$ cat src/rtl/eth_fcs_tx_ctrl.sv
// eth_fcs_tx_ctrl: passes an upstream byte stream to the MAC, zero-pads short frames
// and appends the FCS produced by an external byte-wide CRC-32 engine.
module eth_fcs_tx_ctrl #(
    parameter int MIN_LEN = 60,
    parameter bit PAD_EN  = 1'b1
) (
    input  logic        clk,
    input  logic        reset,
    input  logic [7:0]  in_data,
    input  logic        in_valid,
    input  logic        in_sop,
    input  logic        in_eop,
    output logic        in_ready,
    output logic [7:0]  out_data,
    output logic        out_valid,
    output logic        out_sop,
    output logic        out_eop,
    input  logic        out_ready,
    output logic        crc_init,
    output logic        crc_calc,
    output logic [7:0]  crc_d,
    output logic        crc_d_valid,
    input  logic [7:0]  crc_byte,
    output logic        frame_done,
    output logic [31:0] frame_count
);
    typedef enum logic [2:0] {IDLE, DATA, PAD, FCS0, FCS1, FCS2, FCS3} state_t;
    localparam logic [6:0] MIN_L = 7'(MIN_LEN);
    state_t      state_q, state_d;
    logic [6:0]  cnt_q, cnt_d, cnt_inc;
    logic        fire, frame_done_q;
    logic [31:0] frame_count_q;
    assign cnt_inc     = (cnt_q < MIN_L) ? cnt_q + 7'd1 : cnt_q;
    assign frame_done  = frame_done_q;
    assign frame_count = frame_count_q;
    always_comb begin
        state_d     = state_q;
        cnt_d       = cnt_q;
        out_data    = in_data;
        out_valid   = 1'b0;
        out_sop     = 1'b0;
        out_eop     = 1'b0;
        in_ready    = 1'b0;
        crc_calc    = 1'b1;
        case (state_q)
            IDLE: begin
                in_ready  = in_sop ? out_ready : 1'b1;
                out_valid = in_valid & in_sop;
                out_sop   = in_valid & in_sop;
            end
            DATA: begin
                in_ready  = out_ready;
                out_valid = in_valid;
            end
            PAD: begin
                out_data  = 8'h00;
                out_valid = 1'b1;
            end
            default: begin
                out_data  = crc_byte;
                out_valid = 1'b1;
                crc_calc  = 1'b0;
                out_eop   = (state_q == FCS3);
            end
        endcase
        fire = out_valid & out_ready;
        if (fire) begin
            case (state_q)
                IDLE, DATA: begin
                    cnt_d   = cnt_inc;
                    state_d = in_eop ? ((PAD_EN && cnt_inc < MIN_L) ? PAD : FCS0) : DATA;
                end
                PAD: begin
                    cnt_d   = cnt_inc;
                    state_d = (cnt_inc == MIN_L) ? FCS0 : PAD;
                end
                FCS0: state_d = FCS1;
                FCS1: state_d = FCS2;
                FCS2: state_d = FCS3;
                default: begin
                    cnt_d   = 7'd0;
                    state_d = IDLE;
                end
            endcase
        end
        // The last FCS byte needs no shift: the engine is re-initialised instead.
        crc_init    = fire & (state_q == FCS3);
        crc_d       = out_data;
        crc_d_valid = fire & ~crc_init;
    end
    always_ff @(posedge clk or posedge reset) begin
        if (reset) begin
            state_q       <= IDLE;
            cnt_q         <= 7'd0;
            frame_done_q  <= 1'b0;
            frame_count_q <= 32'd0;
        end else begin
            state_q       <= state_d;
            cnt_q         <= cnt_d;
            frame_done_q  <= crc_init;
            if (crc_init) frame_count_q <= frame_count_q + 32'd1;
        end
    end
endmodule

$ cat config.mk
export PLATFORM = sky130hd
export DESIGN_NAME = eth_fcs_tx_ctrl
export DESIGN_NICKNAME = d
export VERILOG_FILES = /design/src/rtl/eth_fcs_tx_ctrl.sv
export SDC_FILE = /design/constraint.sdc
export NUM_CORES = 1
export LEC_CHECK = 0
export CAP_MARGIN = 25
export CORE_MARGIN = 2
export CORE_UTILIZATION = 31
export DETAILED_ROUTE_END_ITERATION = 10
export GPL_TIMING_DRIVEN = 0
export PLACE_DENSITY = 0.68
export SLEW_MARGIN = 20
export SYNTH_ARGS = -nofsm -noshare
export SYNTH_HDL_FRONTEND = slang
export SYNTH_SLANG_ARGS = --single-unit
$ cat constraint.sdc
create_clock -name clk -period 2 [get_ports clk]
set_clock_uncertainty 0.2 [all_clocks]
set_input_delay 0.6 -clock clk [delete_from_list [all_inputs] [get_ports clk]]
set_output_delay 0.6 -clock clk [all_outputs]
set_load 0.01 [all_outputs]
==> Yosys cells after proc, flatten, opt, wreduce, memory -nomap -nowiden <==
Index checks and enable logic that the tools add are counted.
W data, S select, Z words.
{ "totals": {"out_inout_bits": 56, "register_bits": 43, "inputBits": 22} }
{ "op_classes": {"n_addsub": 2, "eq_ne": 7, "reduce_logical": 5, "bitwise": 6, "mux": 13, "n_lt_le_gt_ge": 2} }
{ "ops": {"columns": ["cell", "count"], "rows": [
  ["$add A32 B1 Y32 const B", 1],
  ["$pmux W8 S2", 1],
  ["$pmux W3 S5", 1],
  ["$lt A7 B6 Y1 const B", 2],
  ["$pmux W7 S2", 1],
  ["$eq A3 B3 Y1 const B", 3],
  ["$add A7 B1 Y7 const B", 1],
  ["$eq A7 B6 Y1 const B", 1],
  ["$mux W7", 1],
  ["$eq A3 B2 Y1 const B", 2],
  ["$mux W1", 6],
  ["$reduce_or A3 Y1", 2],
  ["$and A1 B1 Y1", 4],
  ["$pmux W1 S2", 2],
  ["$eq A3 B1 Y1 const B", 1],
  ["$logic_not A3 Y1", 1],
  ["$mux W2", 1],
  ["$not A1 Y1", 2],
  ["$reduce_and A2 Y1", 1],
  ["$reduce_or A2 Y1", 1]
]} }

==> Depth between registers and ports, before layout <==
Gate-level depths: netlist of run 1.
{ "logic_depth": {"depth_word": 6, "depth_mapped": 6, "ltp_nobuf": 5} }

==> Worst setup path before layout of run 1 <==
No wires, ideal clock.
{ "synth_timing": {"path_kind": "register -> output", "startpoint": "register state_q[0]", "endpoint": "output port out_data[0]", "n_path_buf": 3, "t_arrival_ns": 1.305, "setup_slack_ns": -0.105, "path_stages_with_launch": 6, "t_required_ns": 1.200, "path_cell_list": "dfrtp_1 -> buf_2 -> a21o_1 -> clkbuf_1 -> a22o_1 -> buf_4"} }
{ "synth_between": {"elab_chain_len": 3} }
{ "synth_lines": {"columns": ["element", "line_no", "text"], "rows": [
  ["start: declaration", "29", "state_t state_q, state_d;"],
  ["start signal: assignment", "98", "state_q <= state_d;"],
  ["$eq A3 B1 Y1 / $logic_not A3 Y1 (equally long branches)", "45", "case (state_q)"],
  ["$reduce_or A2 Y1 (no source line)", null, null],
  ["$pmux W8 S2 (*)", "45", null],
  ["end: declaration", "14", "output logic [7:0] out_data,"]
]} }
Every way passes the cells marked *; elsewhere a longest branch is shown, timed or not.

==> Final worst setup path of run 1 <==
{ "layout_timing": {"startpoint": "register state_q[0]", "endpoint": "output port out_data[7]"} }
The elaborated chain is that of the path after synthesis.

==> out/results.tsv, run 1 <==
stage	metric	value	unit
final_layout	final_common_cell	buf_4	
power_and_ir_drop	p_leak	2.16	nW
detailed_routing	postRouteAntennaNets	0	
placement	place_area	0.00343	sq mm
sta	finalHoldViolations	0	
yosys	synth_edf_count	0	
placement	gp_congestion	0.851	
clock_tree	tritoncts	built	
sta	min_period	2.43	ns
worst_hold_path	hold_depth	1	
setup_path	endpoint_kind	primary output	
yosys	synthCells	228	
grt	grt_max_degree	28	
grt	grt_pass1_wl	10.5	mm
detailed_routing	viasPerCell	4.91	
detailed_routing	drt-pass1-iter-count	5	
worst_hold_path	hold_path.class	reg2reg	
final_layout	nFillCells	608	
power_and_ir_drop	pwr-share-comb	59.8	%
power_and_ir_drop	power.share.clock	13.0	%
power_and_ir_drop	swShare	34.1	%
final_layout	design_area	0.00401	sq mm
detailed_routing	wl_per_cell	13.9	um
floorplanning	initial_core_util	32.4	%
setup_path	path_cells	buf_6 -> a21o_4 -> clkbuf_16 -> a22o_4 -> buf_6 -> buf_6	
yosys	syn_area	0.00238	sq mm
grt	antenna_found_initial	0	
clock_tree	clkTransAtPathRegs	0.07	ns
detailed_routing	routed_wl	6.35	mm
run	drv_cap	0	
yosys	yosysSeqAreaShare	45.3	%
clock_tree	cts-root-buf	clkbuf_8	
yosys	synth.distinct_cells	44	
yosys	ys_warn_count	0	
setup_path	path_class	reg2out	
power_and_ir_drop	p_switching	1.33	mW
final_layout	nNetsFinal	384	
run_status	violations	negative setup slack	
sta	clock.fmax	412	MHz
floorplanning	die_x	91.5	um
run_status	status	finished, violations left	
worst_hold_path	min_to	frame_count[31]	
detailed_routing	drtIter0Drc	61	
sta	tightest_slew	0.549	ns
clock_tree	cts_made_buffers	5	
yosys	syn-num-nets	252	
detailed_routing	drc	0	
detailed_routing	vias	2249	
setup_path	critPathArrivalTime	1.63	ns
final_layout	regArea	0.00108	sq mm
final_layout	multiInputGateArea	0.00135	sq mm
setup_path	r2r_slack	-0.07	ns
setup_path	crit_top_cell	buf_6	
setup_path	critPathMaxFanout	5	
power_and_ir_drop	power	3.90	mW
setup_path	r2r_cells	7	
yosys	synth_seq_cells	43	
yosys	syn_area_per_cell	10.4	sq um
floorplanning	core_region_area	0.00733	sq mm
sta	setup-tns-final	-7.58	ns
clock_tree	clockBufferDepth	2	
sta	timing.final.ws_setup	-0.427	ns
setup_path	rr_startpoint	state_q[1]	
setup_path	worst_path_largest_cell_delay	0.39	ns
grt	grt_usage	15.4	%
clock_tree	htree_num_levels	2	
power_and_ir_drop	p_int	2.57	mW
floorplanning	io_pins	78	
grt	grt_pass1_vias	2230	
clock_tree	cts_sinks	43	
final_layout	antenna-diode-count	0	
power_and_ir_drop	power_density	972	mW/mm^2
setup_path	required	1.20	ns
final_layout	drive_gt1_share	37.0	%
final_layout	area_growth	68.9	%
setup_path	crit_slowest_cell	dfrtp_1	
yosys	async_flop_share	100	%
floorplanning	core.rowCount	31	
setup_path	r2r-end	state_q[0]	
placement	port_buffers	77	
power_and_ir_drop	ir_drop	0.000758	V
sta	rsz0062_at_grt	true	
clock_tree	worstSkewPairLatency	0.29	ns
floorplanning	die-area	0.00838	sq mm
power_and_ir_drop	share_seq_of_total_power	27.1	%
placement	dp_hpwl	4.24	mm
sta	max_slew_margin	63.1	%
sta	finalCritPeriodShare	121	%
sta	finalMaxSlewViolations	0	
final_layout	mostFrequentLayoutCells	buf_4, dfrtp_1, buf_6	
grt	grt-ovfl-total	0	
setup_path	startpoint_type	register	
worst_hold_path	hp-start	frame_count[31]	
sta	final-setup-viol-count	23	
yosys	ys.flop_type	dfrtp_1	
floorplanning	die_h	91.5	um
placement	dp_slack	-0.938	ns
## worst max-delay path by stage
stage,cells after the start,to,start
floorplan,5,out_data[0],state_q[0]
global placement,4,crc_init,out_ready
detailed placement,4,crc_init,out_ready
CTS,6,out_data[2],state_q[0]
global route,6,out_data[3],state_q[1]
finish,6,out_data[7],state_q[0]
## routing by layer
| metal | routed length [um] | vias to the layer above | GRT usage [%] |
|---|---|---|---|
| met5 | 0 | - | 0 |
| met4 | 119 | 0 | 5.93 |
| met3 | 460 | 14 | 3.90 |
| met2 | 3070 | 89 | 25.2 |
| met1 | 2710 | 1061 | 19.4 |
| li1 | - | 1085 | - |
## cell families (layout without fill, tap and decap cells)
kind of cell	Yosys count	in the layout	share of synthesized area [%]
DFF	43	43	45.3
adders and majority gates	2	2	1.05
and+or+nand+nor	94	94	25.3
muxes	3	3	1.32
buffers and inverters	22	153	5.32
AOI/OAI and AO/OA	32	32	9.90
xor gates and xnor gates	32	32	11.8
## stage by stage
| step | utilization [%] | hold WS [ns] | std cells |
|---|---|---|---|
| 6_report | 54.8 | 0.270 | 458 |
| 4_1_cts | 52.3 | 0.277 | 450 |
| 3_3_place_gp | 46.5 | 0.258 | 404 |
| 2_1_floorplan | - | 0.304 | 228 |
| 3_5_place_dp | 46.7 | 0.272 | 405 |
| 5_1_grt | 54.8 | 0.294 | 458 |
## synthesized netlist by cell type (all sizes together), types with 3 or more instances
| library cell | count | area share, % |
|---|---|---|
| nor2 | 18 | 2.8 |
| inv | 7 | 1.1 |
| nor2b | 4 | 1.1 |
| nand2 | 11 | 1.7 |
| buf | 14 | 4.1 |
| a21oi | 3 | 0.63 |
| and4 | 6 | 2.2 |
| o21a | 3 | 0.95 |
| o21ai | 8 | 1.8 |
| dfrtp | 43 | 45 |
| or4 | 4 | 1.6 |
| nor3 | 6 | 2.1 |
| nand3 | 9 | 1.9 |
| nand4 | 16 | 4.7 |
| and2 | 4 | 1.1 |
| and3 | 8 | 2.1 |
| a22o | 8 | 2.9 |
| xnor2 | 16 | 5.9 |
| xor2 | 16 | 5.9 |
## registers in the layout, indices dropped and copies added (netlist names)
name and cells:
frame_done 1, cnt_q 7, state_q 3, frame_count 32
## power by group through the flow
| stage | clock network (mW) | registers, mW | logic [mW] |
|---|---|---|---|
| 3_5_place_dp | 0 | 1.10 | 1.74 |
| 5_1_grt | 0.560 | 1.07 | 2.51 |
| 3_3_place_gp | 0 | 1.10 | 1.73 |
| 4_1_cts | 0.526 | 1.06 | 2.17 |
| 6_report | 0.509 | 1.06 | 2.33 |
| 2_1_floorplan | 0 | 1.10 | 1.04 |
## layout make-up
type / count / share of cell area (%)
multi-input cells: 163 / 33.6
repair buffers: 125 / 29.3
flip-flops and latches: 43 / 27.0
plain buffers: 15 / 4.49
well taps: 99 / 3.09
clock buffers: 6 / 1.81
inverters: 7 / 0.717
## critical path: cells and delay by family (launching register included)
family	cells	cell delay, ns
DFF	1	0.39
buffers and inverters	4	0.51
AOI/OAI and AO/OA	2	0.43
## what timing repair did
item,CTS,global route
endpoints found under the setup margin,86,48
setup buffers,38,8
hold buffers,0,0
pin swaps,18,14
resized for setup,160,29
cloned,1,1
(Power assumes the default switching activity.)
==> inputs of run 2 (changes only) <==
SKIP_CTS_REPAIR_TIMING = 1   (was unset)
==> out/results.tsv, run 2 (synthesis results as in run 1) <==
stage	metric	value	unit	change
floorplanning	core_region_area	0.00733	sq mm	unchanged
setup_path	required	1.20	ns	about the same
final_layout	design_area	0.00404	sq mm	+0.56%
grt	grt_pass1_wl	9.35	mm	-11%
worst_hold_path	hold_path.class	reg2reg		
sta	finalMaxSlewViolations	0		unchanged
setup_path	crit_slowest_cell	dfrtp_1		
detailed_routing	viasPerCell	4.90		-0.20%
run_status	status	finished, violations left		
final_layout	mostFrequentLayoutCells	buf_4, dfrtp_1, dlymetal6s2s_1		
placement	dp_slack	-0.938	ns	unchanged
final_layout	drive_gt1_share	36.6	%	-0.43 points
floorplanning	core.rowCount	31		unchanged
run	drv_cap	0		unchanged
setup_path	startpoint_type	register		
grt	antenna_found_initial	0		unchanged
clock_tree	clockBufferDepth	2		unchanged
detailed_routing	routed_wl	6.43	mm	+1.1%
setup_path	r2r-end	state_q[0]		
setup_path	path_class	reg2out		
sta	max_slew_margin	62.4	%	-0.64 points
detailed_routing	wl_per_cell	14.2	um	+2.0%
detailed_routing	drt-pass1-iter-count	4		-1
setup_path	worstSetupEndpoint	out_data[2]		
sta	finalHoldViolations	0		unchanged
final_layout	area_growth	69.9	%	
sta	timing.final.ws_setup	-0.451	ns	-0.0240 ns
clock_tree	cts_made_buffers	5		unchanged
setup_path	rr_startpoint	state_q[0]		
run_status	violations	negative setup slack		
floorplanning	io_pins	78		unchanged
grt	grt-ovfl-total	0		unchanged
placement	gp_congestion	0.851		unchanged
sta	tightest_slew	0.559	ns	+0.00955 ns
sta	clock.fmax	408	MHz	-0.98%
sta	holdWs	0.278	ns	+0.00843 ns
power_and_ir_drop	ir_drop	0.000804	V	+6.1%
setup_path	worstSetupStartpoint	state_q[1]		
grt	grt_pass1_vias	2028		-9.1%
setup_path	path_cells	buf_6 -> a21o_4 -> clkbuf_16 -> a22o_4 -> buf_6 -> buf_6		
setup_path	r2r_cells	7		unchanged
grt	grt_max_degree	28		unchanged
clock_tree	cts_sinks	43		unchanged
placement	place_area	0.00343	sq mm	unchanged
setup_path	endpoint_kind	primary output		
sta	final-setup-viol-count	24		+4.3%
sta	finalCritPeriodShare	123	%	+1.2 points
detailed_routing	postRouteAntennaNets	0		unchanged
setup_path	critPathArrivalTime	1.65	ns	+0.02 ns
power_and_ir_drop	power_density	955	mW/mm^2	-1.8%
setup_path	critPathMaxFanout	6		+1
clock_tree	worstSkewPairLatency	0.30	ns	about the same
detailed_routing	drtIter0Drc	53		-13%
sta	min_period	2.45	ns	+0.0240 ns
setup_path	worst_path_largest_cell_delay	0.39	ns	about the same
clock_tree	cts-root-buf	clkbuf_8		
final_layout	nNetsFinal	380		-1.0%
floorplanning	die_h	91.5	um	unchanged
sta	rsz0062_at_grt	true		
grt	grt_usage	13.7	%	-1.7 points
floorplanning	die-area	0.00838	sq mm	unchanged
power_and_ir_drop	p_leak	2.41	nW	+12%
floorplanning	die_x	91.5	um	unchanged
sta	setup-tns-final	-7.82	ns	-0.236 ns
placement	dp_hpwl	4.24	mm	unchanged
final_layout	final_common_cell	buf_4		
clock_tree	clkTransAtPathRegs	0.07	ns	about the same
detailed_routing	vias	2225		-1.1%
final_layout	largest_register_ff_count	32		unchanged
clock_tree	htree_num_levels	2		unchanged
clock_tree	tritoncts	built		
setup_path	crit_top_cell	buf_6		
setup_path	r2r_slack	-0.07	ns	about the same
power_and_ir_drop	power	3.85	mW	-1.2%
placement	port_buffers	77		unchanged
detailed_routing	drc	0		unchanged
final_layout	antenna-diode-count	0		unchanged
floorplanning	initial_core_util	32.4	%	unchanged
run 2: where the power goes:
part           leakage, nW  switching, mW  internal (mW)
clock network       0.0371          0.279          0.233
registers            0.569         0.0892          0.975
logic                 1.81          0.924           1.35
total                 2.41           1.29           2.56
run 2: worst min path at each step:
stage,end,slack (ns),depth (start not counted),startpoint
after floorplan,frame_count[31],0.30,1,frame_count[31]
after global placement,frame_count[31],0.26,1,frame_count[31]
after detailed placement,frame_count[31],0.27,1,frame_count[31]
after CTS,frame_count[31],0.28,1,frame_count[31]
after global routing,frame_count[31],0.30,1,frame_count[31]
final,frame_count[31],0.28,1,frame_count[31]
run 2: final cells by class:
cell class                      instances  area [sq um]
Multi-Input combinational cell        163          1310
Inverter                                7          28.8
Tap cell                               99           124
Clock buffer                            6          72.6
Timing Repair Buffer                  121          1240
Fill cell                             616          3290
Buffer                                 15           171
Sequential cell                        43          1090
run 2: per-stage QoR:
stage,util (%),instances
after floorplan,-,228
after global placement,46.5,404
after detailed placement,46.7,405
after CTS,47.7,411
after global routing,55.1,454
final,55.1,454
run 2: per-layer routing:
layer | wire length, um | vias to the layer above | GRT usage [%]
met5 | 0 | - | 0
met4 | 80 | 0 | 5.18
met3 | 475 | 8 | 4.40
met2 | 3190 | 87 | 21.6
met1 | 2680 | 1058 | 17.4
li1 | - | 1072 | -
run 2: critical path, delay by kind of cell (launching register included):
family	cells	cell delay, ns
AO/OA/AOI/OAI	2	0.46
buffers and inverters	4	0.51
flip-flops	1	0.39
